==> src/rtl/stack_cpu.sv <==
// Byte-opcode stack machine: fetches from a synchronous code ROM, runs a data and a call stack,
// latches stack/opcode faults and issues data writes over a valid/ready port.
module stack_cpu #(
   parameter int unsigned DATA_W  = 16,
   parameter int unsigned ADDR_W  = 12,
   parameter int unsigned WADDR_W = 16,
   parameter int unsigned DDEPTH  = 8,
   parameter int unsigned CDEPTH  = 8
) (
   input  logic               clock,
   input  logic               reset,
   output logic [ADDR_W-1:0]  code_addr,
   input  logic [7:0]         code_data,
   output logic               wr_valid,
   input  logic               wr_ready,
   output logic [WADDR_W-1:0] wr_addr,
   output logic [DATA_W-1:0]  wr_data,
   output logic               halted,
   output logic               fault,
   output logic [2:0]         fault_code
);
   localparam int unsigned DPW = $clog2(DDEPTH);
   localparam int unsigned CPW = $clog2(CDEPTH);
   localparam int unsigned DCW = DPW + 1;
   localparam int unsigned CCW = CPW + 1;

   typedef enum logic [2:0] {StFetch, StExec, StWrite, StHalt, StFault} state_e;

   state_e               state_q, state_d;
   logic [ADDR_W-1:0]    pc_q, pc_d, pc_inc;
   logic [DCW-1:0]       dcount_q, dcount_d;
   logic [CCW-1:0]       ccount_q, ccount_d;
   logic                 wr_valid_q, wr_valid_d;
   logic [WADDR_W-1:0]   wr_addr_q, wr_addr_d;
   logic [DATA_W-1:0]    wr_data_q, wr_data_d;
   logic                 halted_q, halted_d;
   logic                 fault_q, fault_d;
   logic [2:0]           fault_code_q, fault_code_d;

   logic [DATA_W-1:0]    dstack [DDEPTH];
   logic [ADDR_W-1:0]    cstack [CDEPTH];

   logic [DPW-1:0]       d_free, d_i0, d_i1;
   logic [CPW-1:0]       c_free, c_top;
   logic [DATA_W-1:0]    s0, s1, alu;
   logic [1:0]           need;
   logic                 grows, illegal;
   logic [2:0]           exec_fc;
   logic                 dwe0, dwe1, cwe;
   logic [DPW-1:0]       dwa0, dwa1;
   logic [DATA_W-1:0]    dwd0, dwd1;

   // Pointers are the low bits of the counts; the counts alone decide faults.
   assign d_free = dcount_q[DPW-1:0];
   assign d_i0   = d_free - DPW'(1);
   assign d_i1   = d_free - DPW'(2);
   assign c_free = ccount_q[CPW-1:0];
   assign c_top  = c_free - CPW'(1);
   assign s0     = dstack[d_i0];
   assign s1     = dstack[d_i1];
   assign pc_inc = pc_q + ADDR_W'(1);

   always_comb begin
      need    = 2'd0;
      grows   = 1'b0;
      illegal = 1'b0;
      if (code_data[7]) begin
         grows = 1'b1;
      end else begin
         case (code_data)
            8'h00, 8'h33, 8'h44: need = 2'd0;
            8'h01: begin need = 2'd1; grows = 1'b1; end
            8'h02, 8'h30, 8'h32: need = 2'd1;
            8'h03, 8'h12, 8'h31, 8'h41: need = 2'd2;
            8'h04: begin need = 2'd2; grows = 1'b1; end
            8'h20, 8'h21, 8'h22, 8'h23, 8'h24: need = 2'd2;
            default: illegal = 1'b1;
         endcase
      end
   end

   always_comb begin
      exec_fc = 3'd0;
      if (illegal)                                          exec_fc = 3'd5;
      else if (dcount_q < DCW'(need))                       exec_fc = 3'd2;
      else if (grows && dcount_q == DCW'(DDEPTH))           exec_fc = 3'd1;
      else if (code_data == 8'h32 && ccount_q == CCW'(CDEPTH)) exec_fc = 3'd3;
      else if (code_data == 8'h33 && ccount_q == '0)        exec_fc = 3'd4;
   end

   always_comb begin
      case (code_data[2:0])
         3'd0:    alu = s1 + s0;
         3'd1:    alu = s1 - s0;
         3'd2:    alu = s1 & s0;
         3'd3:    alu = s1 | s0;
         default: alu = s1 ^ s0;
      endcase
   end

   always_comb begin
      state_d      = state_q;
      pc_d         = pc_q;
      dcount_d     = dcount_q;
      ccount_d     = ccount_q;
      wr_valid_d   = wr_valid_q;
      wr_addr_d    = wr_addr_q;
      wr_data_d    = wr_data_q;
      halted_d     = halted_q;
      fault_d      = fault_q;
      fault_code_d = fault_code_q;
      dwe0 = 1'b0; dwa0 = '0; dwd0 = '0;
      dwe1 = 1'b0; dwa1 = '0; dwd1 = '0;
      cwe  = 1'b0;
      case (state_q)
         StFetch: state_d = StExec;
         StExec: begin
            if (exec_fc != 3'd0) begin
               fault_d      = 1'b1;
               fault_code_d = exec_fc;
               state_d      = StFault;
            end else begin
               state_d = StFetch;
               pc_d    = pc_inc;
               if (code_data[7]) begin
                  dwe0     = 1'b1;
                  dwa0     = d_free;
                  dwd0     = {{(DATA_W-7){code_data[6]}}, code_data[6:0]};
                  dcount_d = dcount_q + DCW'(1);
               end else begin
                  case (code_data)
                     8'h01: begin
                        dwe0 = 1'b1; dwa0 = d_free; dwd0 = s0;
                        dcount_d = dcount_q + DCW'(1);
                     end
                     8'h02: dcount_d = dcount_q - DCW'(1);
                     8'h03: begin
                        dwe0 = 1'b1; dwa0 = d_i0; dwd0 = s1;
                        dwe1 = 1'b1; dwa1 = d_i1; dwd1 = s0;
                     end
                     8'h04: begin
                        dwe0 = 1'b1; dwa0 = d_free; dwd0 = s1;
                        dcount_d = dcount_q + DCW'(1);
                     end
                     8'h20, 8'h21, 8'h22, 8'h23, 8'h24: begin
                        dwe0 = 1'b1; dwa0 = d_i1; dwd0 = alu;
                        dcount_d = dcount_q - DCW'(1);
                     end
                     8'h12: begin
                        wr_addr_d  = s0[WADDR_W-1:0];
                        wr_data_d  = s1;
                        wr_valid_d = 1'b1;
                        dcount_d   = dcount_q - DCW'(2);
                        state_d    = StWrite;
                     end
                     8'h30: begin
                        pc_d     = s0[ADDR_W-1:0];
                        dcount_d = dcount_q - DCW'(1);
                     end
                     8'h31: begin
                        if (s1 == '0) pc_d = s0[ADDR_W-1:0];
                        dcount_d = dcount_q - DCW'(2);
                     end
                     8'h32: begin
                        cwe      = 1'b1;
                        pc_d     = s0[ADDR_W-1:0];
                        ccount_d = ccount_q + CCW'(1);
                        dcount_d = dcount_q - DCW'(1);
                     end
                     8'h33: begin
                        pc_d     = cstack[c_top];
                        ccount_d = ccount_q - CCW'(1);
                     end
                     8'h41: dcount_d = dcount_q - DCW'(2);
                     8'h44: begin
                        halted_d = 1'b1;
                        state_d  = StHalt;
                     end
                     default: ;
                  endcase
               end
            end
         end
         StWrite: begin
            if (wr_ready) begin
               wr_valid_d = 1'b0;
               state_d    = StFetch;
            end
         end
         StHalt, StFault: ;
         default: state_d = StFetch;
      endcase
   end

   always_ff @(posedge clock or posedge reset) begin
      if (reset) begin
         state_q      <= StFetch;
         pc_q         <= '0;
         dcount_q     <= '0;
         ccount_q     <= '0;
         wr_valid_q   <= 1'b0;
         wr_addr_q    <= '0;
         wr_data_q    <= '0;
         halted_q     <= 1'b0;
         fault_q      <= 1'b0;
         fault_code_q <= 3'd0;
      end else begin
         state_q      <= state_d;
         pc_q         <= pc_d;
         dcount_q     <= dcount_d;
         ccount_q     <= ccount_d;
         wr_valid_q   <= wr_valid_d;
         wr_addr_q    <= wr_addr_d;
         wr_data_q    <= wr_data_d;
         halted_q     <= halted_d;
         fault_q      <= fault_d;
         fault_code_q <= fault_code_d;
      end
   end

   // Stack storage is deliberately left out of reset.
   always_ff @(posedge clock) begin
      if (dwe0) dstack[dwa0] <= dwd0;
      if (dwe1) dstack[dwa1] <= dwd1;
      if (cwe)  cstack[c_free] <= pc_inc;
   end

`ifdef TESTBENCH
   always_ff @(posedge clock) begin
      if (state_q == StExec && exec_fc == 3'd0 && code_data == 8'h41)
         $display("stack_cpu print: %0h %0h", s1, s0);
   end
`endif

   assign code_addr  = pc_q;
   assign wr_valid   = wr_valid_q;
   assign wr_addr    = wr_addr_q;
   assign wr_data    = wr_data_q;
   assign halted     = halted_q;
   assign fault      = fault_q;
   assign fault_code = fault_code_q;
endmodule

==> config.mk <==
export PLATFORM = sky130hd
export DESIGN_NAME = stack_cpu
export DESIGN_NICKNAME = d
export VERILOG_FILES = /design/src/rtl/stack_cpu.sv
export SDC_FILE = /design/constraint.sdc
export NUM_CORES = 1
export LEC_CHECK = 0
export ABC_CLOCK_PERIOD_IN_PS = 12650
export CELL_PAD_IN_SITES_DETAIL_PLACEMENT = 0
export CELL_PAD_IN_SITES_GLOBAL_PLACEMENT = 1
export CORE_ASPECT_RATIO = 1.1
export CORE_MARGIN = 5
export CORE_UTILIZATION = 50
export CTS_CLUSTER_DIAMETER = 100
export DETAILED_ROUTE_END_ITERATION = 10
export HOLD_SLACK_MARGIN = 0.08
export PLACE_DENSITY_LB_ADDON = 0.2
export SYNTH_ARGS = -nofsm -noshare
export SYNTH_HDL_FRONTEND = slang
export SYNTH_SLANG_ARGS = --single-unit
==> constraint.sdc <==
create_clock -name clock -period 12.65 [get_ports clock]
set_clock_uncertainty 0.2 [all_clocks]
set_input_delay 2.53 -clock clock [delete_from_list [all_inputs] [get_ports clock]]
set_output_delay 2.53 -clock clock [all_outputs]
set_load 0.01 [all_outputs]
### Yosys cells after proc, flatten, opt, wreduce, memory -nomap -nowiden

Memories as Yosys holds them, arrays and structs flattened.
Cells that the tools add are included.

| storage, ports and cells | value |
|---|---|
| flip-flop bits (word level) | 61 |
| bits in writable memories | 224 |
| input bits | 11 |
| output and inout bits | 50 |
| word-level logic and storage cells | 152 |
| memories | 2 |

Memory list:

| name | depth | bits a word | rd ports | clocked after memory_dff | wr ports | line | text |
|---|---|---|---|---|---|---|---|
| dstack | 8 | 16 | 2 | 0 | 2 | 40 | `logic [DATA_W-1:0] dstack [DDEPTH];` |
| cstack | 8 | 12 | 1 | 0 | 1 | 41 | `logic [ADDR_W-1:0] cstack [CDEPTH];` |

| cells by class | value |
|---|---|
| add/sub/neg operators | 11 |
| magnitude comparators | 1 |
| eq/ne operators | 29 |
| multiplexer cells | 62 |
| bitwise logic cells | 6 |
| reduce and logical (&&, ||, !) cells | 31 |

Operators by type and width:

| cell | count |
|---|---|
| $mux W16 | 7 |
| $eq A8 B6 Y1 const B | 9 |
| $pmux W16 S4 | 1 |
| $pmux W16 S3 | 1 |
| $mux W3 | 14 |
| $pmux W12 S3 | 1 |
| $mux W1 | 26 |
| $mux W12 | 2 |
| $reduce_or A17 Y1 | 1 |
| $add A16 B16 Y16 | 1 |
| $and A16 B16 Y16 | 1 |
| $eq A8 B2 Y1 const B | 2 |
| $eq A8 B7 Y1 const B | 2 |
| $logic_not A16 Y1 | 1 |
| $or A16 B16 Y16 | 1 |
| $reduce_or A8 Y1 | 2 |
| $sub A16 B16 Y16 | 1 |
| $xor A16 B16 Y16 | 1 |
| $add A12 B1 Y12 const B | 1 |
| $eq A3 B2 Y1 const B | 4 |
| $pmux W3 S4 | 1 |
| $pmux W4 S3 | 1 |
| $reduce_and A4 Y1 | 3 |
| $reduce_or A10 Y1 | 1 |
| 35 further kinds | 55 |

### Logic depth before layout (Yosys ltp)

| logic depth | value |
|---|---|
| depth after elaboration | 13 |
| depth in mapped cells | 28 |

### Worst setup path after synthesis

No wires, ideal clock.

| timing path | value |
|---|---|
| path kind | in2reg |
| from | input code_data[0] |
| to | memory dstack[0][0], enable pin |
| setup time | 0.414 ns |
| arrival | 6.598 ns |
| setup slack | 5.438 ns |
| cell stages on the path | 16 |
| buffers on the path | 6 |
| cells stage by stage | clkbuf_1 > clkbuf_8 > clkbuf_1 > clkbuf_1 > a21oi_1 > o21ai_0 > a21oi_1 > ha_1 > or3_1 > o21a_1 > o211a_1 > nand3_1 > clkbuf_8 > clkbuf_8 > nor2_1 > o31ai_1 |

RTL lines:

| item | line | text |
|---|---|---|
| start, declared | 13 | `input logic [7:0] code_data,` |
| end, declared | 40 |  |

==> results_dict.tcl <==
set metrics [dict create \
    place_congestion 0.8843 \
    wl_per_cell_um 26.62 \
    tightest_slew_ns 1.280 \
    dieWidth_um 189.1 \
    async_flop_share 0.2140 \
    final_common_cell "edfxtp_1" \
    cts_inserted_buffers 34 \
    drtAntennaViolNets 0 \
    arrival_ns 8.02 \
    synth_edf_count 224 \
    syn_nets 1533 \
    finalCritPeriodShare 0.6194 \
    hold_buffers 0 \
    finalHoldViolCount 0 \
    cts.clk_slew.worst_paths_ns 0.06 \
    period_minus_slack_ns 7.835 \
    synth-seq-cells 285 \
    antenna_found_initial 0 \
    die_area_um2 39160 \
    final_cell_mix "224 x edfxtp_1, 117 x nor2_1, 99 x mux2i_1" \
    drv_slew 0 \
    synthToLayoutAreaGrowth_pct 11.63 \
    die_y_um 207.0 \
    powerDensity_nw_per_um2 247.6 \
    maxCapViolations 0 \
    layout-drive-gt1-share 0.1538 \
    seq_area_frac_synth 0.4677 \
    clock-root-buffer "clkbuf_16" \
    cts_sinks 285 \
    postCtsSetupRepairBufs 0 \
    dpl_cell_area_um2 18560 \
    grt-ovfl-total 0 \
    required_ns 12.84 \
    cts_buffer_depth 3 \
    run_status "complete, no violations" \
    rsz0062_at_grt "false" \
    drc 0 \
    setup-tns-final_ns 0 \
    io_pins 61 \
    n_fill_cell 2899 \
    tritoncts "yes" \
    via_count 12796 \
    drt_pre_antenna_iters 5 \
    synth_cell_types 83 \
    avgSynthCellArea_um2 12.09 \
    p_leak_nw 7.479 \
    hp-class "register to register" \
    row_count 72 \
    hpwl_mm 36.61 \
    design_area_um2 19700 \
    ys_warn_count 0 \
    end_kind "register" \
    grt_pass1_vias 12162 \
    synth_flop_cell "edfxtp_1" \
    track_usage 0.2640 \
    portBuffers 60 \
    cts_resized 0 \
    start_kind "register" \
    syn_area_um2 17650 \
    worstSetupPathType "register to register" \
    grt_first_pass_wirelength_mm 79.72 \
    crit_fanout 67 \
    drt_iter0_markers 1291 \
    worst_slew_margin_rel 0.1395 \
    vdd_ir_drop_max_uv 125.3 \
    core-area_um2 35040 \
    nets 1572 \
    viasPerCell 6.512 \
    grt_max_degree 68 \
    clk_latency_ns 0.53 \
    syn-instance-count 1460 \
    routed_wl_mm 52.30 \
    finalSetupViolations 0 \
    maxClockFrequency_mhz 127.6 \
    antenna_cells 0 \
    initial_utilization 0.5036 \
    htree_levels 2 \
]
[layout make-up]
cell class,instances,area [um^2],share of cell area
Timing Repair Buffer,104,925.9,0.04700
Tap cell,444,555.5,0.02820
Clock inverter,18,246.5,0.01251
Multi-Input combinational cell,1015,8597,0.4364
Inverter,59,221.5,0.01124
Clock buffer,40,894.6,0.04541
Sequential cell,285,8258,0.4192
[cells in the mapped netlist, drive strengths merged (4+ instances only)]
| cell type | count | area [um^2] |
|---|---|---|
| nor2 | 117 | 439.2 |
| clkbuf | 52 | 305.3 |
| and3 | 9 | 62.56 |
| nand3b | 6 | 45.04 |
| a211o | 6 | 52.55 |
| a211oi | 9 | 72.57 |
| nand3 | 42 | 210.2 |
| and2 | 6 | 38.79 |
| inv | 58 | 217.7 |
| nand4 | 8 | 50.05 |
| xor2 | 11 | 103.9 |
| nor3b | 4 | 30.03 |
| mux2i | 101 | 1018 |
| o31ai | 15 | 112.6 |
| o211ai | 14 | 105.1 |
| nand2 | 89 | 334.1 |
| a21oi | 85 | 425.4 |
| mux4 | 91 | 2148 |
| ha | 60 | 750.7 |
| edfxtp | 224 | 6726 |
| nand2b | 6 | 37.54 |
| a22o | 4 | 35.03 |
| nor2b | 4 | 25.02 |
| o221ai | 8 | 70.07 |
| nor4 | 11 | 68.82 |
| o21a | 10 | 75.07 |
| o22ai | 24 | 150.1 |
| o311ai | 9 | 78.83 |
| mux2 | 41 | 461.7 |
| a31oi | 14 | 87.58 |
| or2 | 4 | 25.02 |
| xnor2 | 28 | 245.2 |
| buf | 49 | 330.3 |
| o21ai | 71 | 355.3 |
| a21o | 4 | 30.03 |
| or3 | 13 | 81.33 |
| nor3 | 39 | 195.2 |
| or4 | 5 | 37.54 |
| dfrtp | 61 | 1526 |
| a221oi | 4 | 35.03 |
[worst paths after layout]
| kind | start | endpoint | slack, ns | cells past startpoint |
|---|---|---|---|---|
| max | dcount_q[0] | dstack[0][12] | 4.81 | 17 |
| min | fault | fault | 0.28 | 1 |
| max reg2reg | dcount_q[0] | dstack[0][12] | 4.81 | 17 |
| min reg2reg | fault | fault | 0.28 | 1 |
| max in group asynchronous | reset | dcount_q[0] | 9.22 | 3 |
| min in group asynchronous | reset | wr_addr[13] | 2.38 | 3 |
[registers in the layout (all words and copies together), names as in the netlist]
name and count:
fault_code 3, state_q 3, wr_valid 1, cstack 96, wr_addr 16, code_addr 12, fault 1, dcount_q 4
dstack 128, ccount_q 4, wr_data 16, halted 1
[report_power, final]
part	total, mW	internal, mW	switching [mW]
combinational	2.69	1.09	1.61
sequential	1.17	1.10	0.0739
clock	1.01	0.611	0.401
[through the flow]
step	utilization	setup slack [ns]	instances	hold WS, ns	power, mW
finish	0.5621	4.815	1965	0.2828	4.877
global route	0.5621	4.542	1965	0.3104	5.184
CTS	0.5621	4.923	1965	0.2873	4.855
detailed placement	0.5296	4.804	1907	0.2723	3.833
global placement	0.5296	4.869	1907	0.2607	3.804
floorplan	-	5.438	1460	0.2514	3.120
[logic make-up (layout without fill, tap and decap cells)]
family,after synthesis,after routing,synth area share
AND/OR/NAND/NOR,375,375,0.1016
XOR/XNOR,39,39,0.01978
buffers and inverters,160,221,0.04857
multiplexers,233,233,0.2056
adder cells (fa/ha/maj),62,62,0.04481
flip-flops,285,285,0.4677
AO/OA/AOI/OAI,306,306,0.1120
[layer usage]
layer	wire length, um	vias to the layer above	part of all wire	global-route usage
li1	-	5742	-	-
met3	4373	73	0.084	0.04545
met4	1189	0	0.023	0.06409
met5	0	-	0	0
met1	22460	6373	0.43	0.3876
met2	24280	608	0.46	0.4132
[worst max-delay path, cell delays in order (launching register included)]
cell and delay, ns:
dfrtp_4 0.84, inv_1 0.46, ha_2 0.45, buf_4 0.64, mux4_2 0.59, mux2i_1 0.74, ha_1 0.36, nor2_1 0.10
a21oi_1 0.08, fa_1 0.50, nor2b_1 0.22, o31ai_1 0.14, a211oi_1 0.31, nor3_1 0.12, or3_1 0.41, xnor2_1 0.15
o31ai_1 1.01, mux2_2 0.33
Power figures use the tool's default switching activity.
